<file path="config.mk">
export PLATFORM = sky130hd
export DESIGN_NAME = gray_cnt_arb
export DESIGN_NICKNAME = d
export VERILOG_FILES = /design/src/rtl/gray_cnt_arb.sv
export SDC_FILE = /design/constraint.sdc
export NUM_CORES = 1
export LEC_CHECK = 0
export CAP_MARGIN = 20
export CORE_MARGIN = 2
export CORE_UTILIZATION = 50
export CTS_CLUSTER_DIAMETER = 30
export CTS_CLUSTER_SIZE = 14
export DETAILED_ROUTE_END_ITERATION = 10
export PLACE_DENSITY_LB_ADDON = 0.25
export RECOVER_POWER = 25
export SYNTH_ARGS = -nofsm -noshare
export SYNTH_HDL_FRONTEND = slang
export SYNTH_SLANG_ARGS = --single-unit
export TNS_END_PERCENT = 30
</file>
<file path="constraint.sdc">
create_clock -name clk -period 4.25 [get_ports clk]
set_input_delay 0.425 -clock clk [delete_from_list [all_inputs] [get_ports clk]]
set_output_delay 0.425 -clock clk [all_outputs]
set_load 0.02 [all_outputs]
</file>
<file path="src/rtl/gray_cnt_arb.sv">
// Bank of M Gray-code event counters advanced one channel per cycle through a
// single shared Gray->binary, +1, binary->Gray datapath, picked by a round-robin arbiter.
module gray_cnt_arb #(
  parameter int unsigned N = 4,
  parameter int unsigned M = 4
) (
  input  logic           clk,
  input  logic           rstn,
  input  logic [M-1:0]   req,
  input  logic [M-1:0]   clr,
  output logic [M-1:0]   gnt,
  output logic [M-1:0]   wrap,
  output logic [M*N-1:0] cnt,
  output logic           busy
);

  localparam int unsigned PtrW = (M > 1) ? $clog2(M) : 1;
  typedef logic [PtrW-1:0] ptr_t;

  logic [M*N-1:0] cnt_q, cnt_d;
  logic [M-1:0]   gnt_q, gnt_d;
  logic [M-1:0]   wrap_q, wrap_d;
  logic           busy_q, busy_d;
  ptr_t           ptr_q, ptr_d;

  logic [M-1:0]   elig;
  logic           win_found;
  ptr_t           win_idx;
  ptr_t           cand;
  logic [N-1:0]   sel_g;
  logic [N-1:0]   sel_b;
  logic [N-1:0]   inc_b;
  logic [N-1:0]   new_g;
  logic           sel_wrap;

  function automatic logic [N-1:0] gray2bin(input logic [N-1:0] g);
    logic [N-1:0] b;
    b[N-1] = g[N-1];
    for (int k = int'(N) - 2; k >= 0; k--) begin
      b[k] = b[k+1] ^ g[k];
    end
    return b;
  endfunction

  // A channel just acknowledged sits out one cycle so a held req is not double-counted.
  assign elig = req & ~clr & ~gnt_q;

  // Search starts one past the last winner and wraps around.
  always_comb begin
    win_found = 1'b0;
    win_idx   = '0;
    cand      = '0;
    for (int unsigned k = 1; k <= M; k++) begin
      cand = ptr_t'((32'(ptr_q) + k) % M);
      if (!win_found && elig[cand]) begin
        win_found = 1'b1;
        win_idx   = cand;
      end
    end
  end

  // Shared increment datapath, fed by the winner's stored Gray value.
  always_comb begin
    sel_g    = cnt_q[win_idx*N +: N];
    sel_b    = gray2bin(sel_g);
    inc_b    = sel_b + {{(N-1){1'b0}}, 1'b1};
    new_g    = inc_b ^ (inc_b >> 1);
    sel_wrap = &sel_b;
  end

  always_comb begin
    cnt_d  = cnt_q;
    gnt_d  = '0;
    wrap_d = '0;
    for (int unsigned i = 0; i < M; i++) begin
      if (clr[i]) begin
        cnt_d[i*N +: N] = '0;
      end else if (win_found && (win_idx == ptr_t'(i))) begin
        cnt_d[i*N +: N] = new_g;
        gnt_d[i]        = 1'b1;
        wrap_d[i]       = sel_wrap;
      end
    end
    busy_d = win_found;
    ptr_d  = win_found ? win_idx : ptr_q;
  end

  always_ff @(posedge clk or negedge rstn) begin
    if (!rstn) begin
      cnt_q  <= '0;
      gnt_q  <= '0;
      wrap_q <= '0;
      busy_q <= 1'b0;
      ptr_q  <= ptr_t'(M - 1);
    end else begin
      cnt_q  <= cnt_d;
      gnt_q  <= gnt_d;
      wrap_q <= wrap_d;
      busy_q <= busy_d;
      ptr_q  <= ptr_d;
    end
  end

  assign cnt  = cnt_q;
  assign gnt  = gnt_q;
  assign wrap = wrap_q;
  assign busy = busy_q;

`ifndef SYNTHESIS
  a_gnt_onehot : assert property (@(posedge clk) disable iff (!rstn) $onehot0(gnt));
  a_busy_match : assert property (@(posedge clk) disable iff (!rstn) busy == |gnt);
  a_wrap_in_gnt : assert property (@(posedge clk) disable iff (!rstn) (wrap & ~gnt) == '0);
`endif

endmodule
</file>
==> flow_metrics.tcl <==
set metrics [dict create \
    status "finished clean" \
    drc_errors 0 \
    clock-sinks 27 \
    period_share_pct 93.8 \
    synth_top_area_cell "dfrtp_1" \
    root_buffer "clkbuf_4" \
    vias 1539 \
    htree_num_levels 1 \
    wirelength_um 4350 \
    ir_drop_mv 0.346 \
    grt_use_total_pct 26.5 \
    mappedNetlistNets 169 \
    r2r_setup_slack_ns 0.37 \
    wire_per_inst_um 17.7 \
    cp_data_required_time_ns 4.54 \
    dieHeight_um 59.9 \
    first_iter_violations 58 \
    clkSlewWorstSetupHoldPaths_ns 0.16 \
    yosysMostFrequentCell "dfrtp_1" \
    drive_gt1_share_pct 17.5 \
    synth_async_sr_flop_share_pct 100 \
    portBuffers 34 \
    fmax_mhz 251 \
    hold_viol_final 0 \
    fin_skew_ns 0.00686 \
    setup_viol 0 \
    worstSetupPathType "input port to flop" \
    fin_nets 224 \
    area_delta_synth_final_pct 33.6 \
    drv_cap 0 \
    core_area_um2 3000 \
    hpwl_um 3380 \
    cts_setup_buffers 0 \
    detail-route-antenna-nets 0 \
    synth_ff_type "dfrtp_1" \
    postSynthCellCount 158 \
    fin_util_pct 69.5 \
    p_leak_uw 0.000885 \
    relSlewSlack_pct 3.89 \
    cts_buffers 3 \
    dieArea_um2 3590 \
    rsz0062_at_grt "false" \
    hp-class "flop to flop" \
    cts_max_path_buffers 2 \
    synth_common_cells "dfrtp_1, nand2_1, inv_1, nor2_1, nand4_1" \
    num_io_pins 35 \
    die_w_um 59.9 \
    n_antenna_cell 0 \
    grt_max_degree 28 \
    worstPathArrival_ns 4.27 \
    worstPathMaxFanout 10 \
    crit_path_end_kind "flop" \
    postCtsHoldBufs 0 \
    cts_tree "done" \
    grt_remaining_overflow 0 \
    antenna_found_initial 0 \
    gp_congestion 0.882 \
    clk_latency_ns 0.34 \
    grt_pass1_vias 1481 \
    initial_core_util_pct 52.0 \
    dr.pass1.iters 4 \
    synth_edf_count 0 \
    syn-mean-instance-area_um2 9.89 \
    synth-warning-count 0 \
    fin_setup_tns_ns 0 \
    worstMarginPinSlew_ns 1.44 \
    synth-seq-cells 27 \
    yosysSeqAreaShare_pct 43.4 \
    start_kind "input port" \
    period_needed_ns 3.99 \
    avgViaCountPerCell 6.28 \
    num_rows 20 \
    synth.distinct_cells 48 \
    grt_pass1_wl_um 6980 \
    p_per_area_nw_per_um2 744 \
    yosysTopAreaCellShare_pct 40.0 \
    synth_area_leaders "dfrtp_1, nand2_1, dfstp_2, inv_1, a211oi_1" \
    slew_viol_final 0 \
    syn_area_um2 1560 \
]
-- metal layers --
metal / vias to the layer above / routed length, µm / GRT usage (%)
li1: 714 / - / -
met1: 745 / 1870 / 37.0
met2: 72 / 2050 / 41.6
met3: 8 / 375 / 4.76
met4: 0 / 58 / 8.57
met5: - / 0 / 0
-- power breakdown --
group / internal [µW] / total, µW / switching [µW] / leakage, µW
clock: 36.9 / 119 / 82.2 / 0.0000150
combinational: 434 / 1010 / 577 / 0.000515
sequential: 351 / 423 / 71.7 / 0.000355
-- sequential cells by signal, indices dropped and copies added, names as in the netlist --
register	flops
cnt	16
gnt	4
busy	1
ptr_q	2
wrap	4
-- stage by stage --
step | worst slack (ns) | hold WS [ns] | total power, µW | instances | instance area [µm²]
6_report | 0.264 | 0.576 | 1550 | 245 | 2090
5_1_grt | 0.0410 | 0.623 | 1650 | 245 | 2090
4_1_cts | 0.210 | 0.461 | 1540 | 245 | 2090
3_5_place_dp | -0.126 | 0.545 | 1420 | 241 | 2060
3_3_place_gp | 0.000308 | 0.532 | 1400 | 241 | 2060
2_1_floorplan | 0.430 | 0.129 | 1050 | 158 | 1560
-- final timing paths --
kind	from	endpoint	cells past startpoint
setup reg to reg	ptr_q[1]	cnt[10]	14
hold reg to reg	cnt[5]	cnt[5]	2
max in group asynchronous	rstn	cnt[11]	2
setup / recovery	req[0]	cnt[10]	16
min in group asynchronous	rstn	gnt[0]	2
hold / removal	cnt[5]	cnt[5]	2
-- logic make-up (layout without fill, tap and decap cells) --
group,Yosys count,count (layout),synth area share [%]
AOI/OAI and AO/OA,44,44,22.0
xor gates and xnor gates,1,1,1.04
adders and majority gates,1,1,0.801
buffers and inverters,20,74,6.56
DFF,27,27,43.4
muxes,3,3,2.00
and+or+nand+nor,62,62,24.2
-- timing repair --
item | CTS | global route
hold endpoints to repair | 0 | 0
endpoints found under the setup margin | 0 | 2
resized for setup | 0 | 1
-- layout by cell type, fill, tap and decap left out, types with 4 or more instances in the layout --
master,count
nand3_1,4
inv_1,14
or3b_1,4
nand2_1,15
nand4_1,7
nand3b_1,6
o21ai_1,5
buf_4,21
o31ai_1,6
a211oi_1,6
nor2_1,8
clkdlybuf4s50_1,33
dfrtp_1,25
-- critical path: stages --
cell and delay [ns]:
clkdlybuf4s50_1 0.49, nor3b_1 0.40, buf_4 0.19, nand3_1 0.09, and3_1 0.25, o211ai_1 0.31, a211oi_1 0.14, or2_1 0.27
ha_1 0.31, nand2b_1 0.15, or4_1 0.42, nand4_2 0.14, xnor2_2 0.24, buf_4 0.22, nand4_1 0.10, nand3_1 0.13
-- final cells by class --
class	count	area (µm²)
Timing Repair Buffer	56	502
Sequential cell	27	678
Fill cell	255	915
Clock buffer	4	26.3
Multi-Input combinational cell	111	788
Inverter	14	52.6
Tap cell	33	41.3
Power figures use the tool's default switching activity.
